===== config.mk =====
export PLATFORM = sky130hd
export DESIGN_NAME = pc_ctrl
export DESIGN_NICKNAME = d
export VERILOG_FILES = /design/src/rtl/pc_ctrl_pkg.sv /design/src/rtl/pc_ctrl_fetch_buf.sv /design/src/rtl/pc_ctrl.sv
export SDC_FILE = /design/constraint.sdc
export NUM_CORES = 1
export LEC_CHECK = 0
export ABC_AREA = 1
export BUFFER_PORTS_ARGS = -buffer_cell sky130_fd_sc_hd__buf_2
export CORE_ASPECT_RATIO = 1.25
export CORE_MARGIN = 2
export CORE_UTILIZATION = 38
export DETAILED_ROUTE_END_ITERATION = 10
export PLACE_DENSITY = 0.78
export RECOVER_POWER = 50
export SYNTH_ARGS = -nofsm -noshare
export SYNTH_HDL_FRONTEND = slang
export SYNTH_SLANG_ARGS = --single-unit

===== constraint.sdc =====
create_clock -name clock -period 1.7 [get_ports clock]
set_clock_uncertainty 0.05 [all_clocks]
set_input_delay 0.255 -clock clock [delete_from_list [all_inputs] [get_ports clock]]
set_output_delay 0.255 -clock clock [all_outputs]
set_load 0.01 [all_outputs]

===== src/rtl/pc_ctrl_pkg.sv =====
// rtl/pc_ctrl_pkg.sv - shared state type and defaults for the fetch sequencer
package pc_ctrl_pkg;

  localparam int          XLEN_DEF     = 32;
  localparam logic [31:0] TRAP_VEC_DEF = 32'h0000_0100;

  typedef enum logic [1:0] {
    BOOT  = 2'd0,
    REQ   = 2'd1,
    RSP   = 2'd2,
    DRAIN = 2'd3
  } state_t;

endpackage


===== src/rtl/pc_ctrl_fetch_buf.sv =====
// rtl/pc_ctrl_fetch_buf.sv - one-entry skid buffer holding a fetched instruction during decode stalls
module pc_ctrl_fetch_buf
  import pc_ctrl_pkg::*;
#(
  parameter int XLEN = XLEN_DEF
) (
  input  logic            clock,
  input  logic            reset,
  input  logic            wr_en,
  input  logic [XLEN-1:0] wr_data,
  input  logic            rd_en,
  input  logic            clr,
  output logic            full,
  output logic [XLEN-1:0] data
);

  always_ff @(posedge clock or posedge reset) begin
    if (reset) begin
      full <= 1'b0;
      data <= '0;
    end else begin
      if (clr)        full <= 1'b0;
      else if (wr_en) full <= 1'b1;
      else if (rd_en) full <= 1'b0;
      if (wr_en && !clr) data <= wr_data;
    end
  end

endmodule


===== src/rtl/pc_ctrl.sv =====
// rtl/pc_ctrl.sv - fetch sequencer driving PC load/hold, imem handshake and IF/ID valid
// Optional trap entry point enabled with PC_CTRL_TRAP_EN.
module pc_ctrl
  import pc_ctrl_pkg::*;
#(
  parameter int XLEN = XLEN_DEF
`ifdef PC_CTRL_TRAP_EN
  , parameter logic [XLEN-1:0] TRAP_VEC = XLEN'(TRAP_VEC_DEF)
`endif
) (
  input  logic            clock,
  input  logic            reset,
  input  logic [XLEN-1:0] pc_cur,
  output logic [XLEN-1:0] pc_npc,
  output logic            pc_load,
  output logic            pc_hold,
  output logic            imem_req_valid,
  input  logic            imem_req_ready,
  input  logic            imem_rsp_valid,
  input  logic [XLEN-1:0] imem_rsp_data,
  input  logic            stall_in,
  input  logic            redirect_valid,
  input  logic [XLEN-1:0] redirect_target,
  output logic            if_valid,
  output logic [XLEN-1:0] if_inst,
  output logic            flush_out
`ifdef PC_CTRL_TRAP_EN
  , input  logic            trap_valid,
  output logic [XLEN-1:0] trap_epc
`endif
);

  state_t          state;
  logic            buf_full;
  logic            buf_wr;
  logic            buf_rd;
  logic [XLEN-1:0] buf_data;
  logic            kill;
  logic [XLEN-1:0] kill_target;

`ifdef PC_CTRL_TRAP_EN
  assign kill        = trap_valid || redirect_valid;
  assign kill_target = trap_valid ? TRAP_VEC : redirect_target;

  always_ff @(posedge clock or posedge reset) begin
    if (reset)           trap_epc <= '0;
    else if (trap_valid) trap_epc <= pc_cur;
  end
`else
  assign kill        = redirect_valid;
  assign kill_target = redirect_target;
`endif

  pc_ctrl_fetch_buf #(.XLEN(XLEN)) u_fetch_buf (
    .clock   (clock),
    .reset   (reset),
    .wr_en   (buf_wr),
    .wr_data (imem_rsp_data),
    .rd_en   (buf_rd),
    .clr     (kill),
    .full    (buf_full),
    .data    (buf_data)
  );

  // Redirect/trap act in the same cycle, so these strobes stay combinational.
  always_comb begin
    pc_npc         = '0;
    pc_load        = 1'b0;
    pc_hold        = 1'b1;
    imem_req_valid = 1'b0;
    if_valid       = 1'b0;
    if_inst        = '0;
    flush_out      = 1'b0;
    buf_wr         = 1'b0;
    buf_rd         = 1'b0;
    if (!reset) begin
      if (kill) begin
        pc_load   = 1'b1;
        pc_hold   = 1'b0;
        pc_npc    = kill_target;
        flush_out = 1'b1;
      end else if (buf_full && !stall_in) begin
        if_valid = 1'b1;
        if_inst  = buf_data;
        pc_hold  = 1'b0;
        buf_rd   = 1'b1;
      end else begin
        case (state)
          REQ: imem_req_valid = !buf_full;
          RSP: begin
            if (imem_rsp_valid) begin
              if (!stall_in) begin
                if_valid = 1'b1;
                if_inst  = imem_rsp_data;
                pc_hold  = 1'b0;
              end else begin
                buf_wr = 1'b1;
              end
            end
          end
          default: ;
        endcase
      end
    end
  end

  // A response always returns to REQ; a kill while still waiting turns it stale.
  always_ff @(posedge clock or posedge reset) begin
    if (reset) begin
      state <= BOOT;
    end else begin
      case (state)
        BOOT: state <= REQ;
        REQ: if (imem_req_valid && imem_req_ready) state <= RSP;
        RSP: begin
          if (imem_rsp_valid) state <= REQ;
          else if (kill)      state <= DRAIN;
        end
        DRAIN: if (imem_rsp_valid) state <= REQ;
        default: state <= BOOT;
      endcase
    end
  end

endmodule

==> results.py <==
metrics = {
    "routing": {
        "wl_per_cell_microns": 13.6,
        "drc": 0,
        "vias": 2855,
        "drtPass1Iterations": 5,
        "vias_per_cell": 4.81,
        "dr.first_iter.drc_count": 100,
        "ant_nets": 0,
        "wl_mm": 8.05,
    },
    "cells_and_area": {
        "multi_input_area_sq_um": 1530,
        "diodes": 0,
        "regArea_sq_um": 878,
        "syn_to_final_growth_pct": 61.7,
        "drive_above_1_share_pct": 53.1,
        "layout.nets": 612,
        "fin_cells": 593,
        "fillers": 515,
    },
    "timing": {
        "tightest_slew_ns": 0.657,
        "holdWs_ns": 0.161,
        "max_freq_mhz": 529,
        "setup_slack_ns": -0.190,
        "relSlewSlack_pct": 56.2,
        "setup_viol": 68,
        "fin_crit_ns": 1.89,
        "slew_viol_final": 0,
        "hold_violations": 0,
        "min_period_over_period_pct": 111,
        "rsz0062_at_grt": "yes",
    },
    "place": {
        "dp.cells": 570,
        "gp_congestion": 0.815,
        "hpwl_mm": 4.94,
        "io_buffers": 138,
    },
    "pwr": {
        "max-vdd-ir-drop_uv": 510,
        "p_per_area_nw_per_um2": 835,
        "p_leak_nw": 2.02,
    },
    "worst_setup_path": {
        "critPathKind": "flop to output pin",
        "r2r_start": "state[1]",
        "end_kind": "output pin",
        "worstRegToRegCells": 10,
        "r2r_slack_ns": -0.16,
        "crit_fanout": 7,
        "rr_endpoint": "u_fetch_buf.data[14]",
        "cp.arrival_ns": 1.58,
        "critical_path_required_ns": 1.39,
        "cp-start-kind": "flop",
    },
    "floorplan": {
        "rows": 32,
        "core_area_sq_um": 6210,
        "die_w_microns": 75.7,
        "die_h_microns": 93.6,
        "ios": 171,
        "start_util_pct": 39.3,
        "dieArea_sq_um": 7080,
    },
    "global_routing": {
        "grt_remaining_overflow": 0,
        "grt_pass1_vias": 2498,
        "grt_start_max_net_pins": 55,
        "grt_pass1_wl_mm": 10.7,
        "track_usage_pct": 19.3,
        "antenna_found_initial": 0,
    },
    "clock_tree": {
        "numClockSinks": 35,
        "numCtsBuffers": 5,
        "clkLatencyLatePin_ns": 0.28,
        "h-tree-depth": 2,
        "clkTransAtPathRegs_ns": 0.08,
        "cts_tree": "built",
        "clockRootBuffer": "clkbuf_8",
        "clockBufferDepth": 2,
    },
    "run": {
        "maxCapViolCount": 0,
    },
    "synth": {
        "yosysUniqueCellTypes": 19,
        "synth-seq-cells": 35,
        "ys_warn_count": 0,
        "synth_cells": 360,
        "syn_nets": 465,
        "syn_area_per_cell_sq_um": 6.77,
        "seq_area_frac_synth_pct": 35.9,
        "syn_area_sq_um": 2440,
    },
    "worst_hold_path": {
        "hold_end": "u_fetch_buf.data[28]",
        "min_path_cells": 3,
        "holdCritStartpoint": "imem_rsp_data[28]",
        "hold_class": "input port to flop",
    },
    "status": {
        "violations": "setup timing",
        "outcome": "finished with violations",
    },
}
[timing repair]
action / 4_1_cts / 5_1_grt
resized for setup: 10 / 79
gates cloned: 1 / 8
setup endpoints to repair: 35 / 67
pin swaps: 0 / 17
buffers inserted: 4 / 2
hold buffers: 0 / 0
[critical path, cell delays in order (launching register included)]
cell and delay [ns]:
dfrtp_1 0.39, inv_2 0.07, ha_4 0.13, nand2_4 0.08
clkinv_8 0.10, clkbuf_16 0.16, nand3_2 0.06, a21oi_2 0.16
buf_2 0.15
[power breakdown]
part	switching, W	internal, W
logic	0.000668	0.000605
registers	0.000185	0.00116
clock network	0.000302	0.000369
total	0.00115	0.00214
[cells by family (layout without fill, tap and decap cells)]
kind of cell | Yosys count | in the layout | synth area share, %
buffers and inverters | 72 | 220 | 14.3
DFF | 35 | 35 | 35.9
AOI/OAI and AO/OA | 70 | 70 | 17.8
and+or+nand+nor | 180 | 180 | 30.5
adders and majority gates | 3 | 3 | 1.54
[cell usage in the layout (no fill, tap or decap), drive strengths merged]
master / count
nand2: 107
clkinvlp: 2
a21oi: 33
o21ai: 37
clkinv: 1
nor2: 37
inv: 42
buf: 159
ha: 3
nor3: 1
clkbuf: 16
dfrtp: 35
nand3: 35
[flip-flops by register name, indices dropped and copies added (netlist names)]
| name | count |
|---|---|
| state | 2 |
| u_fetch_buf.data | 32 |
| u_fetch_buf.full | 1 |
[synth_stat cells]
master	count	share of area, %
nand2_1	107	16
inv_1	41	6.3
dfrtp_1	35	36
nor2_1	35	5.4
nand3_1	34	7.0
a21oi_1	33	6.8
o21ai_2	22	7.9
buf_2	14	2.9
o21ai_1	8	1.6
buf_6	7	3.2
o21ai_0	7	1.4
clkbuf_1	5	0.77
ha_1	3	1.5
inv_2	3	0.46
buf_4	2	0.62
nand3_2	1	0.41
nor2_2	1	0.26
nor2_8	1	0.82
nor3_1	1	0.21
[routing by layer]
| metal | up-vias | share of wire (%) | global-route usage (%) | routed length [microns] |
|---|---|---|---|---|
| met3 | 6 | 5.4 | 3.45 | 432 |
| met1 | 1306 | 40 | 22.6 | 3260 |
| met4 | 0 | 0.86 | 4.09 | 69 |
| li1 | 1427 | - | - | - |
| met5 | - | 0 | 0 | 0 |
| met2 | 116 | 53 | 35.7 | 4300 |
[worst max-delay path by stage]
stage	startpoint	end	slack [ns]	depth (start not counted)
floorplan	reset	pc_load	0.08	5
global placement	state[1]	pc_hold	0.07	5
detailed placement	state[1]	pc_hold	0.05	5
CTS	state[0]	if_inst[5]	-0.21	8
global route	state[0]	if_inst[29]	-0.25	8
finish	state[0]	if_inst[0]	-0.19	8
[cell type report]
type                    instances  area share (%)
inverters                      44            4.54
repair buffers                168            29.0
clock buffers                   7            2.44
well taps                      85            2.70
clock inverters                 1           0.190
flip-flops and latches         35            22.3
multi-input cells             253            38.9
[metrics by stage]
step | util [%] | power [W] | worst slack [ns] | TNS, ns | instance area, sq um
after global routing | 63.5 | 0.00353 | -0.251 | -12.22 | 3940
after global placement | 52.3 | 0.00226 | 0.0743 | 0 | 3240
after floorplan | - | 0.00198 | 0.0794 | 0 | 2440
after CTS | 55.3 | 0.00307 | -0.213 | -5.83 | 3430
after detailed placement | 52.3 | 0.00232 | 0.0481 | 0 | 3240
final | 63.5 | 0.00329 | -0.190 | -7.98 | 3940
No activity file was read; power rests on OpenSTA's default activity.
